File: src/rtl/uop_station.sv
// uop_station: in-order micro-op queue between decode and execute, with a per-group operand override.
// Latency: one cycle from push to ex_uop_valid (no bypass); head outputs are combinational from state.
// Backpressure: id_feed_req drops when fewer than 3 entries are free; UOP_STATION_FLUSH_EN adds ex_flush.
module uop_station #(
  parameter int               UOP_W  = 20,
  parameter int               DATA_W = 16,
  parameter int               DEPTH  = 8,
  parameter logic [UOP_W-1:0] NOP    = 20'h00F00
) (
  input  logic              clk,
  input  logic              a_rst,
`ifdef UOP_STATION_FLUSH_EN
  input  logic              ex_flush,
`endif
  input  logic [UOP_W-1:0]  id_uop_0,
  input  logic [UOP_W-1:0]  id_uop_1,
  input  logic [UOP_W-1:0]  id_uop_2,
  input  logic [1:0]        id_uop_count,
  input  logic [DATA_W-1:0] id_k16,
  output logic              id_feed_req,
  output logic [UOP_W-1:0]  ex_uop_next,
  output logic              ex_uop_valid,
  output logic              ex_group_end,
  input  logic              ex_sched_ack,
  output logic [UOP_W-1:0]  ex_uop_last,
  input  logic [DATA_W-1:0] mem_data_in,
  input  logic              mem_data_wr,
  output logic [DATA_W-1:0] ex_data_out
);

  localparam int PTR_W = $clog2(DEPTH);
  localparam int CNT_W = PTR_W + 1;

  // Entry storage is never reset: occupancy alone decides what is valid.
  logic [UOP_W-1:0]  uop_mem_q [DEPTH];
  logic [DATA_W-1:0] k16_mem_q [DEPTH];
  logic              end_mem_q [DEPTH];

  logic [PTR_W-1:0]  rd_ptr_q, rd_ptr_d;
  logic [PTR_W-1:0]  wr_ptr_q, wr_ptr_d;
  logic [CNT_W-1:0]  count_q, count_d;
  logic              own_q, own_d;
  logic [DATA_W-1:0] ovr_q, ovr_d;
  logic [UOP_W-1:0]  last_q, last_d;

  logic              flush;
  logic              empty;
  logic              pop;
  logic              ovr_wr;
  logic [1:0]        push_n;
  logic [UOP_W-1:0]  slot_uop [3];

`ifdef UOP_STATION_FLUSH_EN
  assign flush = ex_flush;
`else
  assign flush = 1'b0;
`endif

  // Accept/consume decisions and head presentation, all from current state.
  always_comb begin
    empty        = (count_q == '0);
    id_feed_req  = (CNT_W'(DEPTH) - count_q) >= CNT_W'(3);
    push_n       = (id_feed_req && !flush) ? id_uop_count : 2'd0;
    pop          = ex_sched_ack && !empty && !flush;
    ovr_wr       = mem_data_wr && !empty && !flush;
    slot_uop[0]  = id_uop_0;
    slot_uop[1]  = id_uop_1;
    slot_uop[2]  = id_uop_2;
    ex_uop_valid = !empty;
    ex_uop_next  = empty ? NOP : uop_mem_q[rd_ptr_q];
    ex_group_end = empty ? 1'b0 : end_mem_q[rd_ptr_q];
    ex_uop_last  = last_q;
    if (own_q) begin
      ex_data_out = ovr_q;
    end else if (!empty) begin
      ex_data_out = k16_mem_q[rd_ptr_q];
    end else begin
      ex_data_out = '0;
    end
  end

  // Next-state: pointers, occupancy, override ownership and last-consumed uop.
  always_comb begin
    rd_ptr_d = rd_ptr_q + (pop ? PTR_W'(1) : PTR_W'(0));
    wr_ptr_d = wr_ptr_q + PTR_W'(push_n);
    count_d  = count_q + CNT_W'(push_n) - (pop ? CNT_W'(1) : CNT_W'(0));
    own_d    = own_q;
    ovr_d    = ovr_q;
    last_d   = pop ? uop_mem_q[rd_ptr_q] : last_q;
    // Leaving a group drops the override, even against a same-edge write.
    if (pop && end_mem_q[rd_ptr_q]) begin
      own_d = 1'b0;
    end else if (ovr_wr) begin
      own_d = 1'b1;
      ovr_d = mem_data_in;
    end
    if (flush) begin
      rd_ptr_d = '0;
      wr_ptr_d = '0;
      count_d  = '0;
      own_d    = 1'b0;
    end
  end

  // Control state with asynchronous active-low reset.
  always_ff @(posedge clk or negedge a_rst) begin
    if (!a_rst) begin
      rd_ptr_q <= '0;
      wr_ptr_q <= '0;
      count_q  <= '0;
      own_q    <= 1'b0;
      ovr_q    <= '0;
      last_q   <= NOP;
    end else begin
      rd_ptr_q <= rd_ptr_d;
      wr_ptr_q <= wr_ptr_d;
      count_q  <= count_d;
      own_q    <= own_d;
      ovr_q    <= ovr_d;
      last_q   <= last_d;
    end
  end

  // Group write: up to three consecutive entries, end flag on the last one only.
  always_ff @(posedge clk) begin
    for (int i = 0; i < 3; i++) begin
      if (i < int'(push_n)) begin
        uop_mem_q[wr_ptr_q + PTR_W'(i)] <= slot_uop[i];
        k16_mem_q[wr_ptr_q + PTR_W'(i)] <= id_k16;
        end_mem_q[wr_ptr_q + PTR_W'(i)] <= (i == int'(push_n) - 1);
      end
    end
  end

endmodule

File: config.mk
export PLATFORM = sky130hd
export DESIGN_NAME = uop_station
export DESIGN_NICKNAME = d
export VERILOG_FILES = /design/src/rtl/uop_station.sv
export SDC_FILE = /design/constraint.sdc
export NUM_CORES = 1
export LEC_CHECK = 0
export ABC_AREA = 1
export BUFFER_PORTS_ARGS = -buffer_cell sky130_fd_sc_hd__buf_2
export CORE_ASPECT_RATIO = 0.75
export CORE_MARGIN = 5
export CORE_UTILIZATION = 45
export CTS_CLUSTER_DIAMETER = 50
export DETAILED_ROUTE_END_ITERATION = 10
export MAX_ROUTING_LAYER = met4
export PLACE_DENSITY = 0.68
export SLEW_MARGIN = 20
export SYNTH_ARGS = -nofsm -noshare
export SYNTH_HDL_FRONTEND = slang
export SYNTH_SLANG_ARGS = --single-unit
File: constraint.sdc
create_clock -name clk -period 3.7 [get_ports clk]
set_input_delay 0.74 -clock clk [delete_from_list [all_inputs] [get_ports clk]]
set_output_delay 0.74 -clock clk [all_outputs]
set_load 0.03 [all_outputs]
==> out/qor.csv <==
metric;value;unit
start_kind;flip-flop;
fin_skew;0.0225;ns
report.power.total;20.8;mW
critPathArrivalTime;2.89;ns
fin_crit_sh;98.1;%
ctsResizeCount;0;
viasPerCell;5.95;
ctsHoldBuffers;0;
ys_ff_latch;343;
yosysSeqAreaShare;55.0;%
yosysWarnings;0;
first_pass_iters;9;
slew_headroom;36.5;%
routed_wl;64.4;mm
postCtsSetupRepairBufs;0;
setup_violations;0;
postRouteAntennaNets;0;
route.detailed.wl_per_inst;22.8;um
vdd_ir_drop_max;639;uV
slew_violations;0;
cts-root-buf;clkbuf_16;
leakagePower;8.67;nW
coreArea;40500;um2
tightest_slew;0.952;ns
final_nets;2367;
period_needed;3.63;ns
hold_path_class;input pin to async pin;
cap_violations;0;
synth_edf_count;296;
dp_hpwl;42.4;mm
outcome;completed;
syn-mean-instance-area;8.43;um2
final_cell_mix;nand2_1 (636), nand3_1 (337), edfxtp_1 (296);
area_growth;14.3;%
rsz0062_at_grt;false;
hold_viol_final;0;
die-area;44800;um2
start_util;45.2;%
synth-main-ff-cell;edfxtp_1;
cts_tree;yes;
grt_pass1_vias;15517;
path_class;flip-flop to output port;
worst-path-max-fanout;135;
syn_nets;2280;
numCtsBuffers;41;
path_clk_slew;0.06;ns
nFillCells;3702;
cts_max_level;2;
clock_path_buffers;3;
num_rows;64;
synthArstFlopShare;13.7;%
setup_tns;0;ns
mostFrequentLayoutCell;nand2_1;
crit_path_end_kind;output port;
gp_congestion;0.992;
dr_total_vias;16827;
fmax;276;MHz
grt-ovfl-total;0;
drc_errors;0;
syn_area;18300;um2
grt_first_pass_wirelength;95.8;mm
syn_inst;2170;
die_h;185;um
track_usage;28.6;%
critical_path_required;2.96;ns
clock_latency;0.56;ns
antenna_found_initial;10;
synth_cell_types;31;
cts_sinks;343;
layout-drive-gt1-share;14.1;%
pin_count;157;
p_per_area;994;nW/um2
io_buffers;156;
die_w;243;um
grt_max_degree;136;
dr.first_iter.drc_count;2534;
[layer usage]
layer / GRT usage, % / wire, um / up-vias
li1: - / - / 7588
met1: 40.8 / 27200 / 7847
met2: 37.4 / 25100 / 1219
met3: 12.3 / 10400 / 173
met4: 7.24 / 1720 / 0
met5: - / 0 / -
[sequential cells by signal, summed over array words and instances (netlist names)]
signal       flops
count_q          4
end_mem_q        8
own_q            1
k16_mem_q      128
rd_ptr_q         3
uop_mem_q      160
ovr_q           16
wr_ptr_q         3
ex_uop_last     20
[through the flow]
step	instance area [um2]	setup slack, ns	utilization (%)	std cells	hold WS (ns)
global placement	19600	0.689	48.4	2742	0.454
floorplan	18300	0.704	-	2170	0.442
CTS	20900	0.218	51.5	2817	0.0652
detailed placement	19600	0.642	48.4	2742	0.462
global route	20900	0.00626	51.6	2827	0.0827
finish	20900	0.0718	51.6	2828	0.0752
[cell usage after synthesis (all sizes together), types with 20 or more instances]
master	instances	share of area, %
a21oi	22	0.60
dfrtp	43	5.9
nor2	211	4.3
edfxtp	296	49
nand2	642	13
o22ai	20	0.68
buf	90	2.7
clkbuf	89	2.0
nand3	347	9.7
inv	78	1.6
o211ai	35	1.4
o21ai	264	7.2
[layout make-up]
| type | count | area, um2 | share of cell area [%] |
|---|---|---|---|
| antenna | 11 | 27.5 | 0.132 |
| clock buffer | 54 | 1090 | 5.24 |
| clock inverter | 21 | 173 | 0.826 |
| inverter | 78 | 294 | 1.41 |
| multi-input combinational | 1570 | 7150 | 34.2 |
| sequential | 343 | 10100 | 48.2 |
| tap | 528 | 661 | 3.16 |
| timing repair buffer | 223 | 1430 | 6.86 |
[path summary, 6_finish.rpt]
check | startpoint | end | slack (ns) | depth (start not counted)
setup / recovery | rd_ptr_q[0] | ex_uop_next[7] | 0.07 | 6
hold / removal | a_rst | ovr_q[6] | 0.08 | 1
setup reg to reg | count_q[2] | count_q[2] | 0.66 | 11
hold reg to reg | ovr_q[2] | ovr_q[2] | 0.47 | 2
max in group asynchronous | a_rst | rd_ptr_q[0] | 2.75 | 2
min in group clk | mem_data_in[8] | ovr_q[8] | 0.41 | 3
[power breakdown]
| group | total, mW | leakage (nW) | internal, mW | switching, mW |
|---|---|---|---|---|
| combinational | 10.1 | 4.77 | 2.59 | 7.49 |
| clock | 3.79 | 0.610 | 2.17 | 1.61 |
| sequential | 6.93 | 3.29 | 6.33 | 0.596 |
[cells by family (layout without fill, tap and decap cells)]
group	Yosys count	after routing	synth area share (%)
buffers and inverters	257	376	6.26
adders and majority gates	12	12	0.902
AOI/OAI and AO/OA	341	341	9.94
DFF	343	343	55.0
other	0	11	0
and+or+nand+nor	1213	1213	27.7
xor gates and xnor gates	4	4	0.191
[critical path, stage by stage, from the launching register on]
cell and delay, ns:
dfrtp_4 0.43, buf_12 0.44, o21ai_0 0.18, o22ai_1 0.40
nand2_1 0.12, a21oi_1 0.36, buf_2 0.28
No activity file was read; power rests on OpenSTA's default activity.
